**src/rtl/pc_gen.sv**
```systemverilog
`default_nettype none
// ============================================================================
// Module   : pc_gen
// Brief    : Fetch program-counter generator with trap, redirect, stall and
//            buffered-redirect handling. Build macro RVC_EN enables
//            compressed (2-byte) increment and halfword target alignment.
// Revision : 1.0 - initial release
// ============================================================================
module pc_gen #(
    parameter int              XLEN         = 32,
    parameter logic [XLEN-1:0] RESET_VECTOR = '0,
    parameter int              CNT_W        = 16
) (
    input  logic             clk,
    input  logic             rst,
    input  logic             stall,
    input  logic             inst_compressed,
    input  logic             redir_valid,
    input  logic [XLEN-1:0]  redir_target,
    input  logic             trap_valid,
    input  logic [XLEN-1:0]  trap_vector,
    output logic [XLEN-1:0]  pc_out,
    output logic             pc_valid,
    output logic             flush,
    output logic             misalign_err,
    output logic [CNT_W-1:0] redir_cnt
);

`ifdef RVC_EN
    localparam logic [XLEN-1:0] C_ALIGN_MASK = {{(XLEN-1){1'b1}}, 1'b0};
`else
    localparam logic [XLEN-1:0] C_ALIGN_MASK = {{(XLEN-2){1'b1}}, 2'b00};
`endif
    localparam logic [CNT_W-1:0] C_CNT_MAX = '1;

    logic [XLEN-1:0]  r_pc;
    logic             r_valid;
    logic             r_flush;
    logic             r_mis;
    logic [CNT_W-1:0] r_cnt;
    logic             r_pend_valid;
    logic [XLEN-1:0]  r_pend_target;

    logic             w_apply;
    logic             w_capture;
    logic             w_pend_clr;
    logic [XLEN-1:0]  w_raw_target;
    logic [XLEN-1:0]  w_next_pc;
    logic [XLEN-1:0]  w_inc;
    logic             w_mis;

`ifdef RVC_EN
    assign w_inc = inst_compressed ? XLEN'(2) : XLEN'(4);
    assign w_mis = 1'b0;
`else
    logic w_unused_compressed;
    assign w_unused_compressed = inst_compressed;
    assign w_inc = XLEN'(4);
    assign w_mis = w_raw_target[1];
`endif

    // Next-PC selection; the first edge after reset only raises pc_valid.
    always_comb begin
        w_apply      = 1'b0;
        w_capture    = 1'b0;
        w_pend_clr   = 1'b0;
        w_raw_target = '0;
        w_next_pc    = r_pc;
        if (!r_valid) begin
            w_next_pc = r_pc;
        end else if (trap_valid) begin
            w_apply      = 1'b1;
            w_pend_clr   = 1'b1;
            w_raw_target = trap_vector;
        end else if (stall) begin
            w_capture = redir_valid;
        end else if (r_pend_valid) begin
            w_apply      = 1'b1;
            w_pend_clr   = 1'b1;
            w_raw_target = redir_valid ? redir_target : r_pend_target;
        end else if (redir_valid) begin
            w_apply      = 1'b1;
            w_raw_target = redir_target;
        end else begin
            w_next_pc = r_pc + w_inc;
        end
        if (w_apply) begin
            w_next_pc = w_raw_target & C_ALIGN_MASK;
        end
    end

    always_ff @(posedge clk) begin
        if (rst) begin
            r_pc          <= RESET_VECTOR;
            r_valid       <= 1'b0;
            r_flush       <= 1'b0;
            r_mis         <= 1'b0;
            r_cnt         <= '0;
            r_pend_valid  <= 1'b0;
            r_pend_target <= '0;
        end else begin
            r_valid <= 1'b1;
            r_pc    <= w_next_pc;
            r_flush <= w_apply;
            if (w_apply) begin
                r_mis <= w_mis;
                if (r_cnt != C_CNT_MAX) begin
                    r_cnt <= r_cnt + 1'b1;
                end
            end
            if (w_capture) begin
                r_pend_valid  <= 1'b1;
                r_pend_target <= redir_target;
            end else if (w_pend_clr) begin
                r_pend_valid  <= 1'b0;
            end
        end
    end

    assign pc_out       = r_pc;
    assign pc_valid     = r_valid;
    assign flush        = r_flush;
    assign misalign_err = r_mis;
    assign redir_cnt    = r_cnt;

endmodule
`default_nettype wire

```
**config.mk**
```make
export PLATFORM = sky130hd
export DESIGN_NAME = pc_gen
export DESIGN_NICKNAME = d
export VERILOG_FILES = /design/src/rtl/pc_gen.sv
export SDC_FILE = /design/constraint.sdc
export NUM_CORES = 1
export LEC_CHECK = 0
export ABC_AREA = 1
export CAP_MARGIN = 20
export CORE_MARGIN = 1.5
export CORE_UTILIZATION = 25
export CTS_BUF_LIST = sky130_fd_sc_hd__clkbuf_8
export DETAILED_ROUTE_END_ITERATION = 10
export PLACE_DENSITY_LB_ADDON = 0.25
export SLEW_MARGIN = 20
export SYNTH_ARGS = -nofsm -noshare
export SYNTH_HDL_FRONTEND = slang
export SYNTH_SLANG_ARGS = --single-unit
```
**constraint.sdc**
```tcl
create_clock -name clk -period 1.55 [get_ports clk]
set_input_delay 0.2325 -clock clk [delete_from_list [all_inputs] [get_ports clk]]
set_output_delay 0.2325 -clock clk [all_outputs]
set_load 0.005 [all_outputs]
```
==> impl_metrics.toml, run 1 <==
[finish]
multiInputGateArea_sq_mm = 0.00308
seqCellArea_sq_mm = 0.00172
antenna-diode-count = 0
fill_cells = 1970
utilization_pct = 40.7
fraction_of_final_layout_cells_sized_beyond_drive_strength_1_pct = 26.5
design.final.nets = 1041
areaGrowthSynthToFinish_pct = 58.0

[worst_setup_path]
worst_r2r_path_depth = 11
cp.required_ns = 1.83
endpoint_kind = "register"
ff2ff_setup_slack_ns = -0.04
cp_max_fo = 4
setup.worst_path.start_class = "register"
rr_endpoint = "redir_cnt[1]$_SDFFE_PP0P_"
critical_path_class = "reg2reg"
cp.arrival_ns = 1.87
worstReg2RegStart = "redir_cnt[1]$_SDFFE_PP0P_"

[global_routing]
grt_antenna_before_repair = 0
grt_start_max_net_pins = 51
grt_pass1_vias = 5234
global_route.usage.total_pct = 17.8
overflow = 0
first_pass_grt_wire_length_um = 27800

[detailed_routing]
wl_per_instance_um = 14.6
drt_wl_total_um = 18000
drt.antenna.violating_nets = 0
via_per_inst = 4.53
vias = 5580
detail_route.iter0.violations = 318
firstDrtPassIters = 5
count_of_unresolved_drc_violations_after_routing = 0

[sta]
skew_ns = 0.0155
final_critical_path_setup_slack_ns = -0.0363
maxSlewViolCount = 0
report.final.setup_viol = 10
timing.final.crit_period_ns = 1.59
worst_hold_slack_ns = 0.446
unrepaired_setup_endpoints_after_global_routing = "true"
max_freq_mhz = 630
post-route-period-util_pct = 102
final-hold-violation-count = 0

[die]
top_level_ports = 121
initial_utilization_pct = 25.8
die_span_in_y_um = 143
rows = 50
design.die.area_sq_mm = 0.0204
die_x_um = 143
placeableCoreArea_sq_mm = 0.0190

[yosys]
synth-warning-count = 0
synth.area.mux_share_pct = 0
yosys.cell_types.count = 35
netlist.area_leader.share_pct = 33.2
synthesis.area_sq_mm = 0.00488
yosys_register_bits = 81
synth-seq-area-share_pct = 33.2
synthesized_instance_count = 763
synth_edf_count = 0
main_combinational_cell_family_by_area_after_synthesis = "compound AO/OA/AOI/OAI gates"
cell_with_the_most_instances_after_synthesis = "sky130_fd_sc_hd__nand2_1"
ys_async_sr_fraction_pct = 0
synth.largest_area_cell = "sky130_fd_sc_hd__dfxtp_1"
synth-simple-area-share_pct = 25.9
netlist_top_cells_area = "sky130_fd_sc_hd__dfxtp_1 (33%), sky130_fd_sc_hd__nand2_1 (13%), sky130_fd_sc_hd__a21oi_1 (9.7%), sky130_fd_sc_hd__o21ai_0 (9.4%), sky130_fd_sc_hd__nor2_1 (7.1%)"
post_synth_xor_area_fraction_pct = 3.77
synth.avg_cell_area_sq_um = 6.40
synth_commonest_cells = "sky130_fd_sc_hd__nand2_1 (168), sky130_fd_sc_hd__a21oi_1 (95), sky130_fd_sc_hd__nor2_1 (93)"
fraction_of_the_mapped_netlist_area_in_adder_cells_pct = 0.512
synth-compound-area-share_pct = 26.6
synth_flop_cell = "sky130_fd_sc_hd__dfxtp_1"

[hold_path]
min_delay_path_depth = 2
min-delay-path-class = "reg2reg"
hold_path_startpoint = "r_pend_target[11]$_SDFFE_PP0P_"
holdPathEnd = "r_pend_target[11]$_SDFFE_PP0P_"

[placed_design]
buffer_ports.inserted = 115
place.gp.congestion = 0.829
dpl.hpwl_um = 13000

[outcome]
outcome = "finished with violations"
failed_checks = "negative setup slack"

[clock_tree]
cts_buffer_depth = 2
clock_tree_from_tritoncts = "done"
cts.root.buffer_cell = "sky130_fd_sc_hd__clkbuf_8"
cts_inserted_buffers = 9
ctsHtreeMaxLevel = 3
cts_clk_pin_slew_worst_paths_ns = 0.09
insertion_delay_ns = 0.38
cts_sinks = 81

[power_and_ir_drop]
cellPowerDensity_mw_per_mm2 = 626
maximum_vdd_drop_v = 0.000415
power_leakage_nw = 3.22

[flow_run]
timing.max_cap.violations = 0
==> how the worst max path moves through the flow <==
stage,from,slack [ns],end,depth (start not counted)
6_report,redir_cnt[1]$_SDFFE_PP0P_,-0.04,redir_cnt[1]$_SDFFE_PP0P_,11
5_1_grt,redir_cnt[1]$_SDFFE_PP0P_,-0.10,redir_cnt[1]$_SDFFE_PP0P_,11
4_1_cts,redir_cnt[0]$_SDFFE_PP0P_,-0.01,redir_cnt[2]$_SDFFE_PP0P_,10
3_5_place_dp,trap_valid,-0.41,redir_cnt[1]$_SDFFE_PP0P_,10
3_3_place_gp,trap_valid,-0.35,pc_out[27]$_SDFFE_PP0P_,8
2_1_floorplan,redir_cnt[0]$_SDFFE_PP0P_,0.02,redir_cnt[14]$_SDFFE_PP0P_,9
==> critical path: stages, from the launching register on <==
cell                      delay (ns)
sky130_fd_sc_hd__dfxtp_2        0.37
sky130_fd_sc_hd__ha_4           0.16
sky130_fd_sc_hd__nand2_4        0.05
sky130_fd_sc_hd__nor2_4         0.14
sky130_fd_sc_hd__nand2_4        0.08
sky130_fd_sc_hd__buf_6          0.12
sky130_fd_sc_hd__nor2_4         0.14
sky130_fd_sc_hd__buf_12         0.13
sky130_fd_sc_hd__nor2_4         0.05
sky130_fd_sc_hd__buf_6          0.12
sky130_fd_sc_hd__nor2_4         0.10
sky130_fd_sc_hd__nor2_2         0.03
==> timing repair <==
item                                   CTS  global route
gates resized for setup                 90            89
setup buffers                            5            13
endpoints found under the hold margin    0             0
hold buffers                             0             0
setup endpoints to repair               68            53
cloned                                   2             1
pin swaps                                5            39
==> logic make-up after synthesis <==
group / Yosys count
other: 1
AND/OR/NAND/NOR: 306
flip-flops: 81
buffers and inverters: 118
adder cells (fa/ha/maj): 2
AO/OA/AOI/OAI: 234
XOR/XNOR: 21
==> flip-flops by register name (all words and copies together), names as in the netlist <==
register / cells
r_pend_target: 31
pc_valid: 1
flush: 1
misalign_err: 1
redir_cnt: 16
r_pend_valid: 1
pc_out: 30
==> metrics by stage <==
step                setup TNS (ns)  setup slack (ns)  std cells  instance area [sq um]  power, W
floorplan                        0            0.0227        764                   4910   0.00274
global placement            -17.93            -0.351       1197                   7000   0.00339
detailed placement          -20.69            -0.413       1197                   7000   0.00339
CTS                        -0.0200           -0.0123       1219                   7280   0.00483
global route                -0.936            -0.102       1233                   7720   0.00508
finish                      -0.224           -0.0363       1233                   7720   0.00483
==> routing by layer <==
metal	track usage (%)	wire length, um	vias to the layer above
met5	0	0	-
met1	23.6	8540	2513
met3	3.49	752	18
met2	29.3	8390	123
li1	-	-	2926
met4	5.32	304	0
==> layout by cell type, fill, tap and decap left out, types with 2 or more instances in the layout <==
master,count
sky130_fd_sc_hd__nand2_1,146
sky130_fd_sc_hd__buf_4,103
sky130_fd_sc_hd__o21ai_0,91
sky130_fd_sc_hd__a21oi_1,89
sky130_fd_sc_hd__nor2_1,78
sky130_fd_sc_hd__clkdlybuf4s50_1,78
sky130_fd_sc_hd__inv_1,71
sky130_fd_sc_hd__dfxtp_1,34
sky130_fd_sc_hd__dfxtp_2,31
sky130_fd_sc_hd__dlygate4sd2_1,28
sky130_fd_sc_hd__a211oi_1,26
sky130_fd_sc_hd__nand3_1,19
sky130_fd_sc_hd__xor2_1,16
sky130_fd_sc_hd__dfxtp_4,16
sky130_fd_sc_hd__nand2_2,15
sky130_fd_sc_hd__a21oi_2,14
sky130_fd_sc_hd__nor2_2,11
sky130_fd_sc_hd__nor2_4,11
sky130_fd_sc_hd__nand2_4,10
sky130_fd_sc_hd__clkbuf_8,9
sky130_fd_sc_hd__buf_6,9
sky130_fd_sc_hd__dlymetal6s2s_1,8
sky130_fd_sc_hd__buf_12,7
sky130_fd_sc_hd__nand4_1,6
sky130_fd_sc_hd__o211ai_1,5
sky130_fd_sc_hd__xnor2_1,5
sky130_fd_sc_hd__inv_2,4
sky130_fd_sc_hd__nand3b_1,4
sky130_fd_sc_hd__clkinv_2,4
sky130_fd_sc_hd__a211oi_2,3
sky130_fd_sc_hd__nor3_1,3
sky130_fd_sc_hd__o21ai_4,2
sky130_fd_sc_hd__ha_4,2
sky130_fd_sc_hd__conb_1,2
==> cell type report <==
cell class	count	share of cell area [%]
clock inverters	6	0.470
well taps	260	4.22
multi-input cells	568	39.9
repair buffers	233	27.7
flip-flops and latches	81	22.3
clock buffers	9	1.61
inverters	76	3.73
==> report_power, final <==
part	switching, W	internal, W
combinational	0.000541	0.000586
clock	0.000856	0.000565
sequential	0.000104	0.00218
total	0.00150	0.00333
Note: power is estimated with default switching activity, not from simulation.
==> run 2, diff against run 1 <==
- CORE_ASPECT_RATIO: default -> 0.6
==> impl_metrics.toml, run 2 (synthesis results as in run 1) <==
[power_and_ir_drop]
cellPowerDensity_mw_per_mm2 = 647
power_leakage_nw = 3.08
p_int_w = 0.00339
total_power_w = 0.00490
maximum_vdd_drop_v = 0.000297
power.combinational.fraction_pct = 22.8
net-switching-power_w = 0.00151
power.share.clock_pct = 30.7
power.share.sequential_pct = 46.5
power_switching_share_pct = 30.9

[worst_setup_path]
timing.critical_path.max_delay_family = "buffers and inverters"
worstReg2RegStart = "pc_out[12]$_SDFFE_PP0P_"
ff2ff_setup_slack_ns = 0.08
endpoint_kind = "output port"
worstPathCellList = "clkdlybuf4s50_1"
worst_r2r_path_depth = 10
rr_endpoint = "pc_out[21]$_SDFFE_PP0P_"
worst_path_largest_cell_delay_ns = 0.52
cp_max_fo = 6
path_depth = 1
critical_path_class = "reg2out"
cp.required_ns = 1.32
critical_path_buf_inv_count = 1
cp.arrival_ns = 1.28
critical_path.slowest_cell = "sky130_fd_sc_hd__clkdlybuf4s50_1"
setup.worst_path.start_class = "register"

[die]
initial_utilization_pct = 25.6
design.die.area_sq_mm = 0.0204
rows = 39
die_x_um = 183
die_span_in_y_um = 111
top_level_ports = 121
placeableCoreArea_sq_mm = 0.0191

[sta]
skew_ns = 0.0175
max_freq_mhz = 662
report.final.setup_viol = 0
post-route-period-util_pct = 97.5
timing.final.crit_period_ns = 1.51
unrepaired_setup_endpoints_after_global_routing = "true"
final-hold-violation-count = 0
maxSlewViolCount = 0
final.setup.tns_ns = 0

[hold_path]
hold_path_startpoint = "r_pend_target[24]$_SDFFE_PP0P_"
holdPathEnd = "r_pend_target[24]$_SDFFE_PP0P_"
min_delay_path_depth = 2
min-delay-path-class = "reg2reg"

[clock_tree]
cts_buffer_depth = 2
clock_tree_from_tritoncts = "done"
post_cts_hold_buffer_count = 0
cts_sinks = 81
cts_inserted_buffers = 9
ctsHtreeMaxLevel = 3
cts_clk_pin_slew_worst_paths_ns = 0.10
insertion_delay_ns = 0.37
cts.root.buffer_cell = "sky130_fd_sc_hd__clkbuf_8"

[global_routing]
overflow = 0
gr-usage-met1_pct = 29.0
grt_pass1_vias = 5218
grt_antenna_before_repair = 0
global_route.usage.total_pct = 17.9
use_met2_pct = 24.0
first_pass_grt_wire_length_um = 28700
grt_util_met3_pct = 3.61
grt_start_max_net_pins = 60
grt_busiest_layer = "met1"

[finish]
design.final.nets = 1035
fraction_of_final_layout_cells_sized_beyond_drive_strength_1_pct = 25.2
final_cell_mix = "sky130_fd_sc_hd__nand2_1 (156), sky130_fd_sc_hd__buf_4 (102), sky130_fd_sc_hd__o21ai_0 (92), sky130_fd_sc_hd__a21oi_1 (90), sky130_fd_sc_hd__clkdlybuf4s50_1 (78)"
utilization_pct = 39.7
areaGrowthSynthToFinish_pct = 55.3
top_register = "r_pend_target"
postLayoutCellArea_sq_mm = 0.00758
layout.cells.most_common = "sky130_fd_sc_hd__nand2_1"
antenna-diode-count = 0
largest_register_ffs = 31

[detailed_routing]
wl_per_instance_um = 14.6
drt.antenna.violating_nets = 0
vias = 5635
count_of_unresolved_drc_violations_after_routing = 0
firstDrtPassIters = 5
via_per_inst = 4.57
detail_route.iter0.violations = 555
drt_wl_total_um = 18000

[outcome]
outcome = "complete, no violations"

[placed_design]
dpl.hpwl_um = 13400
place.gp.congestion = 0.872
buffer_ports.inserted = 115
postPlaceCellArea_sq_mm = 0.00702

[flow_run]
timing.max_cap.violations = 0
run 2: stage by stage:
| step | setup WS (ns) | cells | hold WS (ns) |
|---|---|---|---|
| 6_report | 0.0393 | 1234 | 0.451 |
| 5_1_grt | -0.0486 | 1234 | 0.467 |
| 4_1_cts | 0.00390 | 1232 | 0.451 |
| 3_5_place_dp | -0.467 | 1203 | 0.434 |
| 3_3_place_gp | -0.444 | 1203 | 0.433 |
| 2_1_floorplan | 0.0227 | 764 | 0.311 |
run 2: power groups by stage:
stage                     Combinational (W)  Clock [W]  Sequential, W
after detailed placement            0.00107          0        0.00232
after CTS                           0.00110    0.00157        0.00228
final                               0.00112    0.00150        0.00228
after global routing                0.00123    0.00165        0.00230
after floorplan                    0.000423          0        0.00232
after global placement              0.00107          0        0.00232
run 2: worst max path at each step:
stage | startpoint | to | slack [ns]
after global placement | trap_valid | pc_out[17]$_SDFFE_PP0P_ | -0.44
after global routing | pc_out[11]$_SDFFE_PP0P_ | pc_out[21]$_SDFFE_PP0P_ | -0.05
after floorplan | redir_cnt[0]$_SDFFE_PP0P_ | redir_cnt[14]$_SDFFE_PP0P_ | 0.02
final | pc_out[22]$_SDFFE_PP0P_ | pc_out[22] | 0.04
after CTS | pc_out[13]$_SDFFE_PP0P_ | pc_out[13] | 0.004
after detailed placement | trap_valid | pc_out[17]$_SDFFE_PP0P_ | -0.47
run 2: area by class of cell:
cell class / instances / area [sq um]
fill: 2014 / 11500
multi-input combinational: 567 / 3010
timing repair buffer: 228 / 2070
sequential: 81 / 1700
tap: 266 / 333
inverter: 76 / 288
clock buffer: 10 / 138
clock inverter: 6 / 42.5
run 2: repair_timing:
action | CTS | global route
pin swaps | 1 | 25
cloned | 0 | 2
endpoints found under the setup margin | 64 | 53
resized for setup | 82 | 70
buffers inserted | 13 | 2
run 2: metal layers:
layer | routed length [um] | up-vias
met3 | 1320 | 12
met1 | 9570 | 2523
li1 | - | 2925
met5 | 0 | -
met2 | 7020 | 175
met4 | 94 | 0
==> run 3, diff against run 2 <==
- CELL_PAD_IN_SITES_DETAIL_PLACEMENT: default -> 0
- CELL_PAD_IN_SITES_GLOBAL_PLACEMENT: default -> 1
==> impl_metrics.toml, run 3 (synthesis results as in run 1) <==
[finish]
top_register = "r_pend_target"
antenna-diode-count = 0
final_cell_mix = "sky130_fd_sc_hd__nand2_1 (148), sky130_fd_sc_hd__buf_4 (117), sky130_fd_sc_hd__o21ai_0 (92), sky130_fd_sc_hd__a21oi_1 (91), sky130_fd_sc_hd__clkdlybuf4s50_1 (80)"
areaGrowthSynthToFinish_pct = 59.1
design.final.nets = 1050
largest_register_ffs = 31
layout.cells.most_common = "sky130_fd_sc_hd__nand2_1"
fill_cells = 2034
fraction_of_final_layout_cells_sized_beyond_drive_strength_1_pct = 27.0

[global_routing]
grt_start_max_net_pins = 34
global_route.usage.total_pct = 18.7
grt_antenna_before_repair = 0
first_pass_grt_wire_length_um = 29700
grt_pass1_vias = 5341
overflow = 0

[die]
design.die.area_sq_mm = 0.0204
die_span_in_y_um = 111
rows = 39
initial_utilization_pct = 25.6
top_level_ports = 121
placeableCoreArea_sq_mm = 0.0191
die_x_um = 183

[worst_setup_path]
cp.required_ns = 1.32
critical_path_class = "reg2out"
endpoint_kind = "output port"
worstPathCellList = "clkdlybuf4s50_1"
path_depth = 1
worst_r2r_path_depth = 10
critical_path_buf_inv_count = 1
worst_path_largest_cell_delay_ns = 0.52
critical_path.slowest_cell = "sky130_fd_sc_hd__clkdlybuf4s50_1"
cp_max_fo = 2
setup.worst_path.start_class = "register"
cp.arrival_ns = 1.28
timing.critical_path.max_delay_family = "buffers and inverters"

[placed_design]
place.gp.congestion = 0.823
dpl.hpwl_um = 14000
buffer_ports.inserted = 115

[sta]
report.final.setup_viol = 0
post-route-period-util_pct = 97.4
unrepaired_setup_endpoints_after_global_routing = "true"
max_freq_mhz = 663
maxSlewViolCount = 0
skew_ns = 0.0147
worst_hold_slack_ns = 0.446
final-hold-violation-count = 0
timing.final.crit_period_ns = 1.51

[power_and_ir_drop]
net-switching-power_w = 0.00152
maximum_vdd_drop_v = 0.000454
power.combinational.fraction_pct = 23.4
total_power_w = 0.00504
power_switching_share_pct = 30.1
power.share.sequential_pct = 45.1
power.share.clock_pct = 31.5
power_leakage_nw = 3.15
p_int_w = 0.00352
cellPowerDensity_mw_per_mm2 = 648

[hold_path]
min_delay_path_depth = 2
min-delay-path-class = "reg2reg"

[clock_tree]
cts_clk_pin_slew_worst_paths_ns = 0.09
clock_tree_from_tritoncts = "done"
cts_buffer_depth = 2
post_cts_hold_buffer_count = 0
insertion_delay_ns = 0.38
cts_inserted_buffers = 9
cts_sinks = 81
ctsHtreeMaxLevel = 3
cts.root.buffer_cell = "sky130_fd_sc_hd__clkbuf_8"

[detailed_routing]
detail_route.iter0.violations = 349
wl_per_instance_um = 15.1
vias = 5644
count_of_unresolved_drc_violations_after_routing = 0
firstDrtPassIters = 5
drt_wl_total_um = 18900
via_per_inst = 4.52
drt.antenna.violating_nets = 0

[flow_run]
timing.max_cap.violations = 0

[outcome]
outcome = "complete, no violations"
-- run 3: cell count changes in the layout (fill, tap and decap cells not counted), sizes merged --
cell           change
buf               +14
clkdlybuf4s50      +2
bufinv             +1
clkbuf             -1
clkinv             +1
clkinvlp           -1
dlymetal6s2s       -1
inv                -1
-- run 3: path summary, 6_finish.rpt --
path,start,to,slack [ns]
worst max-delay path,misalign_err$_SDFFE_PP0P_,misalign_err,0.04
worst min-delay path,r_pend_target[23]$_SDFFE_PP0P_,r_pend_target[23]$_SDFFE_PP0P_,0.45
worst max register to register,redir_cnt[1]$_SDFFE_PP0P_,redir_cnt[7]$_SDFFE_PP0P_,0.05
worst min register to register,r_pend_target[23]$_SDFFE_PP0P_,r_pend_target[23]$_SDFFE_PP0P_,0.45
-- run 3: layout make-up --
cell class,instances,area [sq um],share of cell area [%]
clock buffer,9,124,1.59
multi-input combinational,567,3050,39.2
clock inverter,6,61.3,0.789
inverter,76,288,3.70
timing repair buffer,243,2200,28.3
sequential,81,1720,22.1
tap,266,333,4.28
-- run 3: power groups by stage --
stage          clock network (W)  logic, W  registers, W
2_1_floorplan                  0  0.000423       0.00232
3_3_place_gp                   0   0.00110       0.00233
3_5_place_dp                   0   0.00109       0.00233
4_1_cts                  0.00164   0.00114       0.00227
5_1_grt                  0.00173   0.00129       0.00229
6_report                 0.00159   0.00118       0.00227
-- run 3: per-stage QoR --
stage	setup TNS, ns	instance area [sq um]	instances	utilization [%]	worst slack [ns]
floorplan	0	4910	764	-	0.0227
global placement	-19.53	7050	1206	37.0	-0.379
detailed placement	-21.63	7050	1206	37.0	-0.395
CTS	0	7420	1237	38.9	0.00278
global route	-0.540	7770	1248	40.7	-0.0533
finish	0	7770	1248	40.7	0.0410
-- run 3: layer usage --
metal,vias up,routed length [um],global-route usage [%]
met5,-,0,0
met4,0,230,4.04
met3,16,930,4.17
met2,138,7220,25.6
met1,2543,10500,29.1
li1,2947,-,-
-- run 3: what timing repair did --
| item | CTS | global route |
|---|---|---|
| pin swaps | 3 | 24 |
| cloned | 1 | 1 |
| buffers inserted | 15 | 12 |
| setup endpoints to repair | 65 | 56 |
| resized for setup | 88 | 76 |
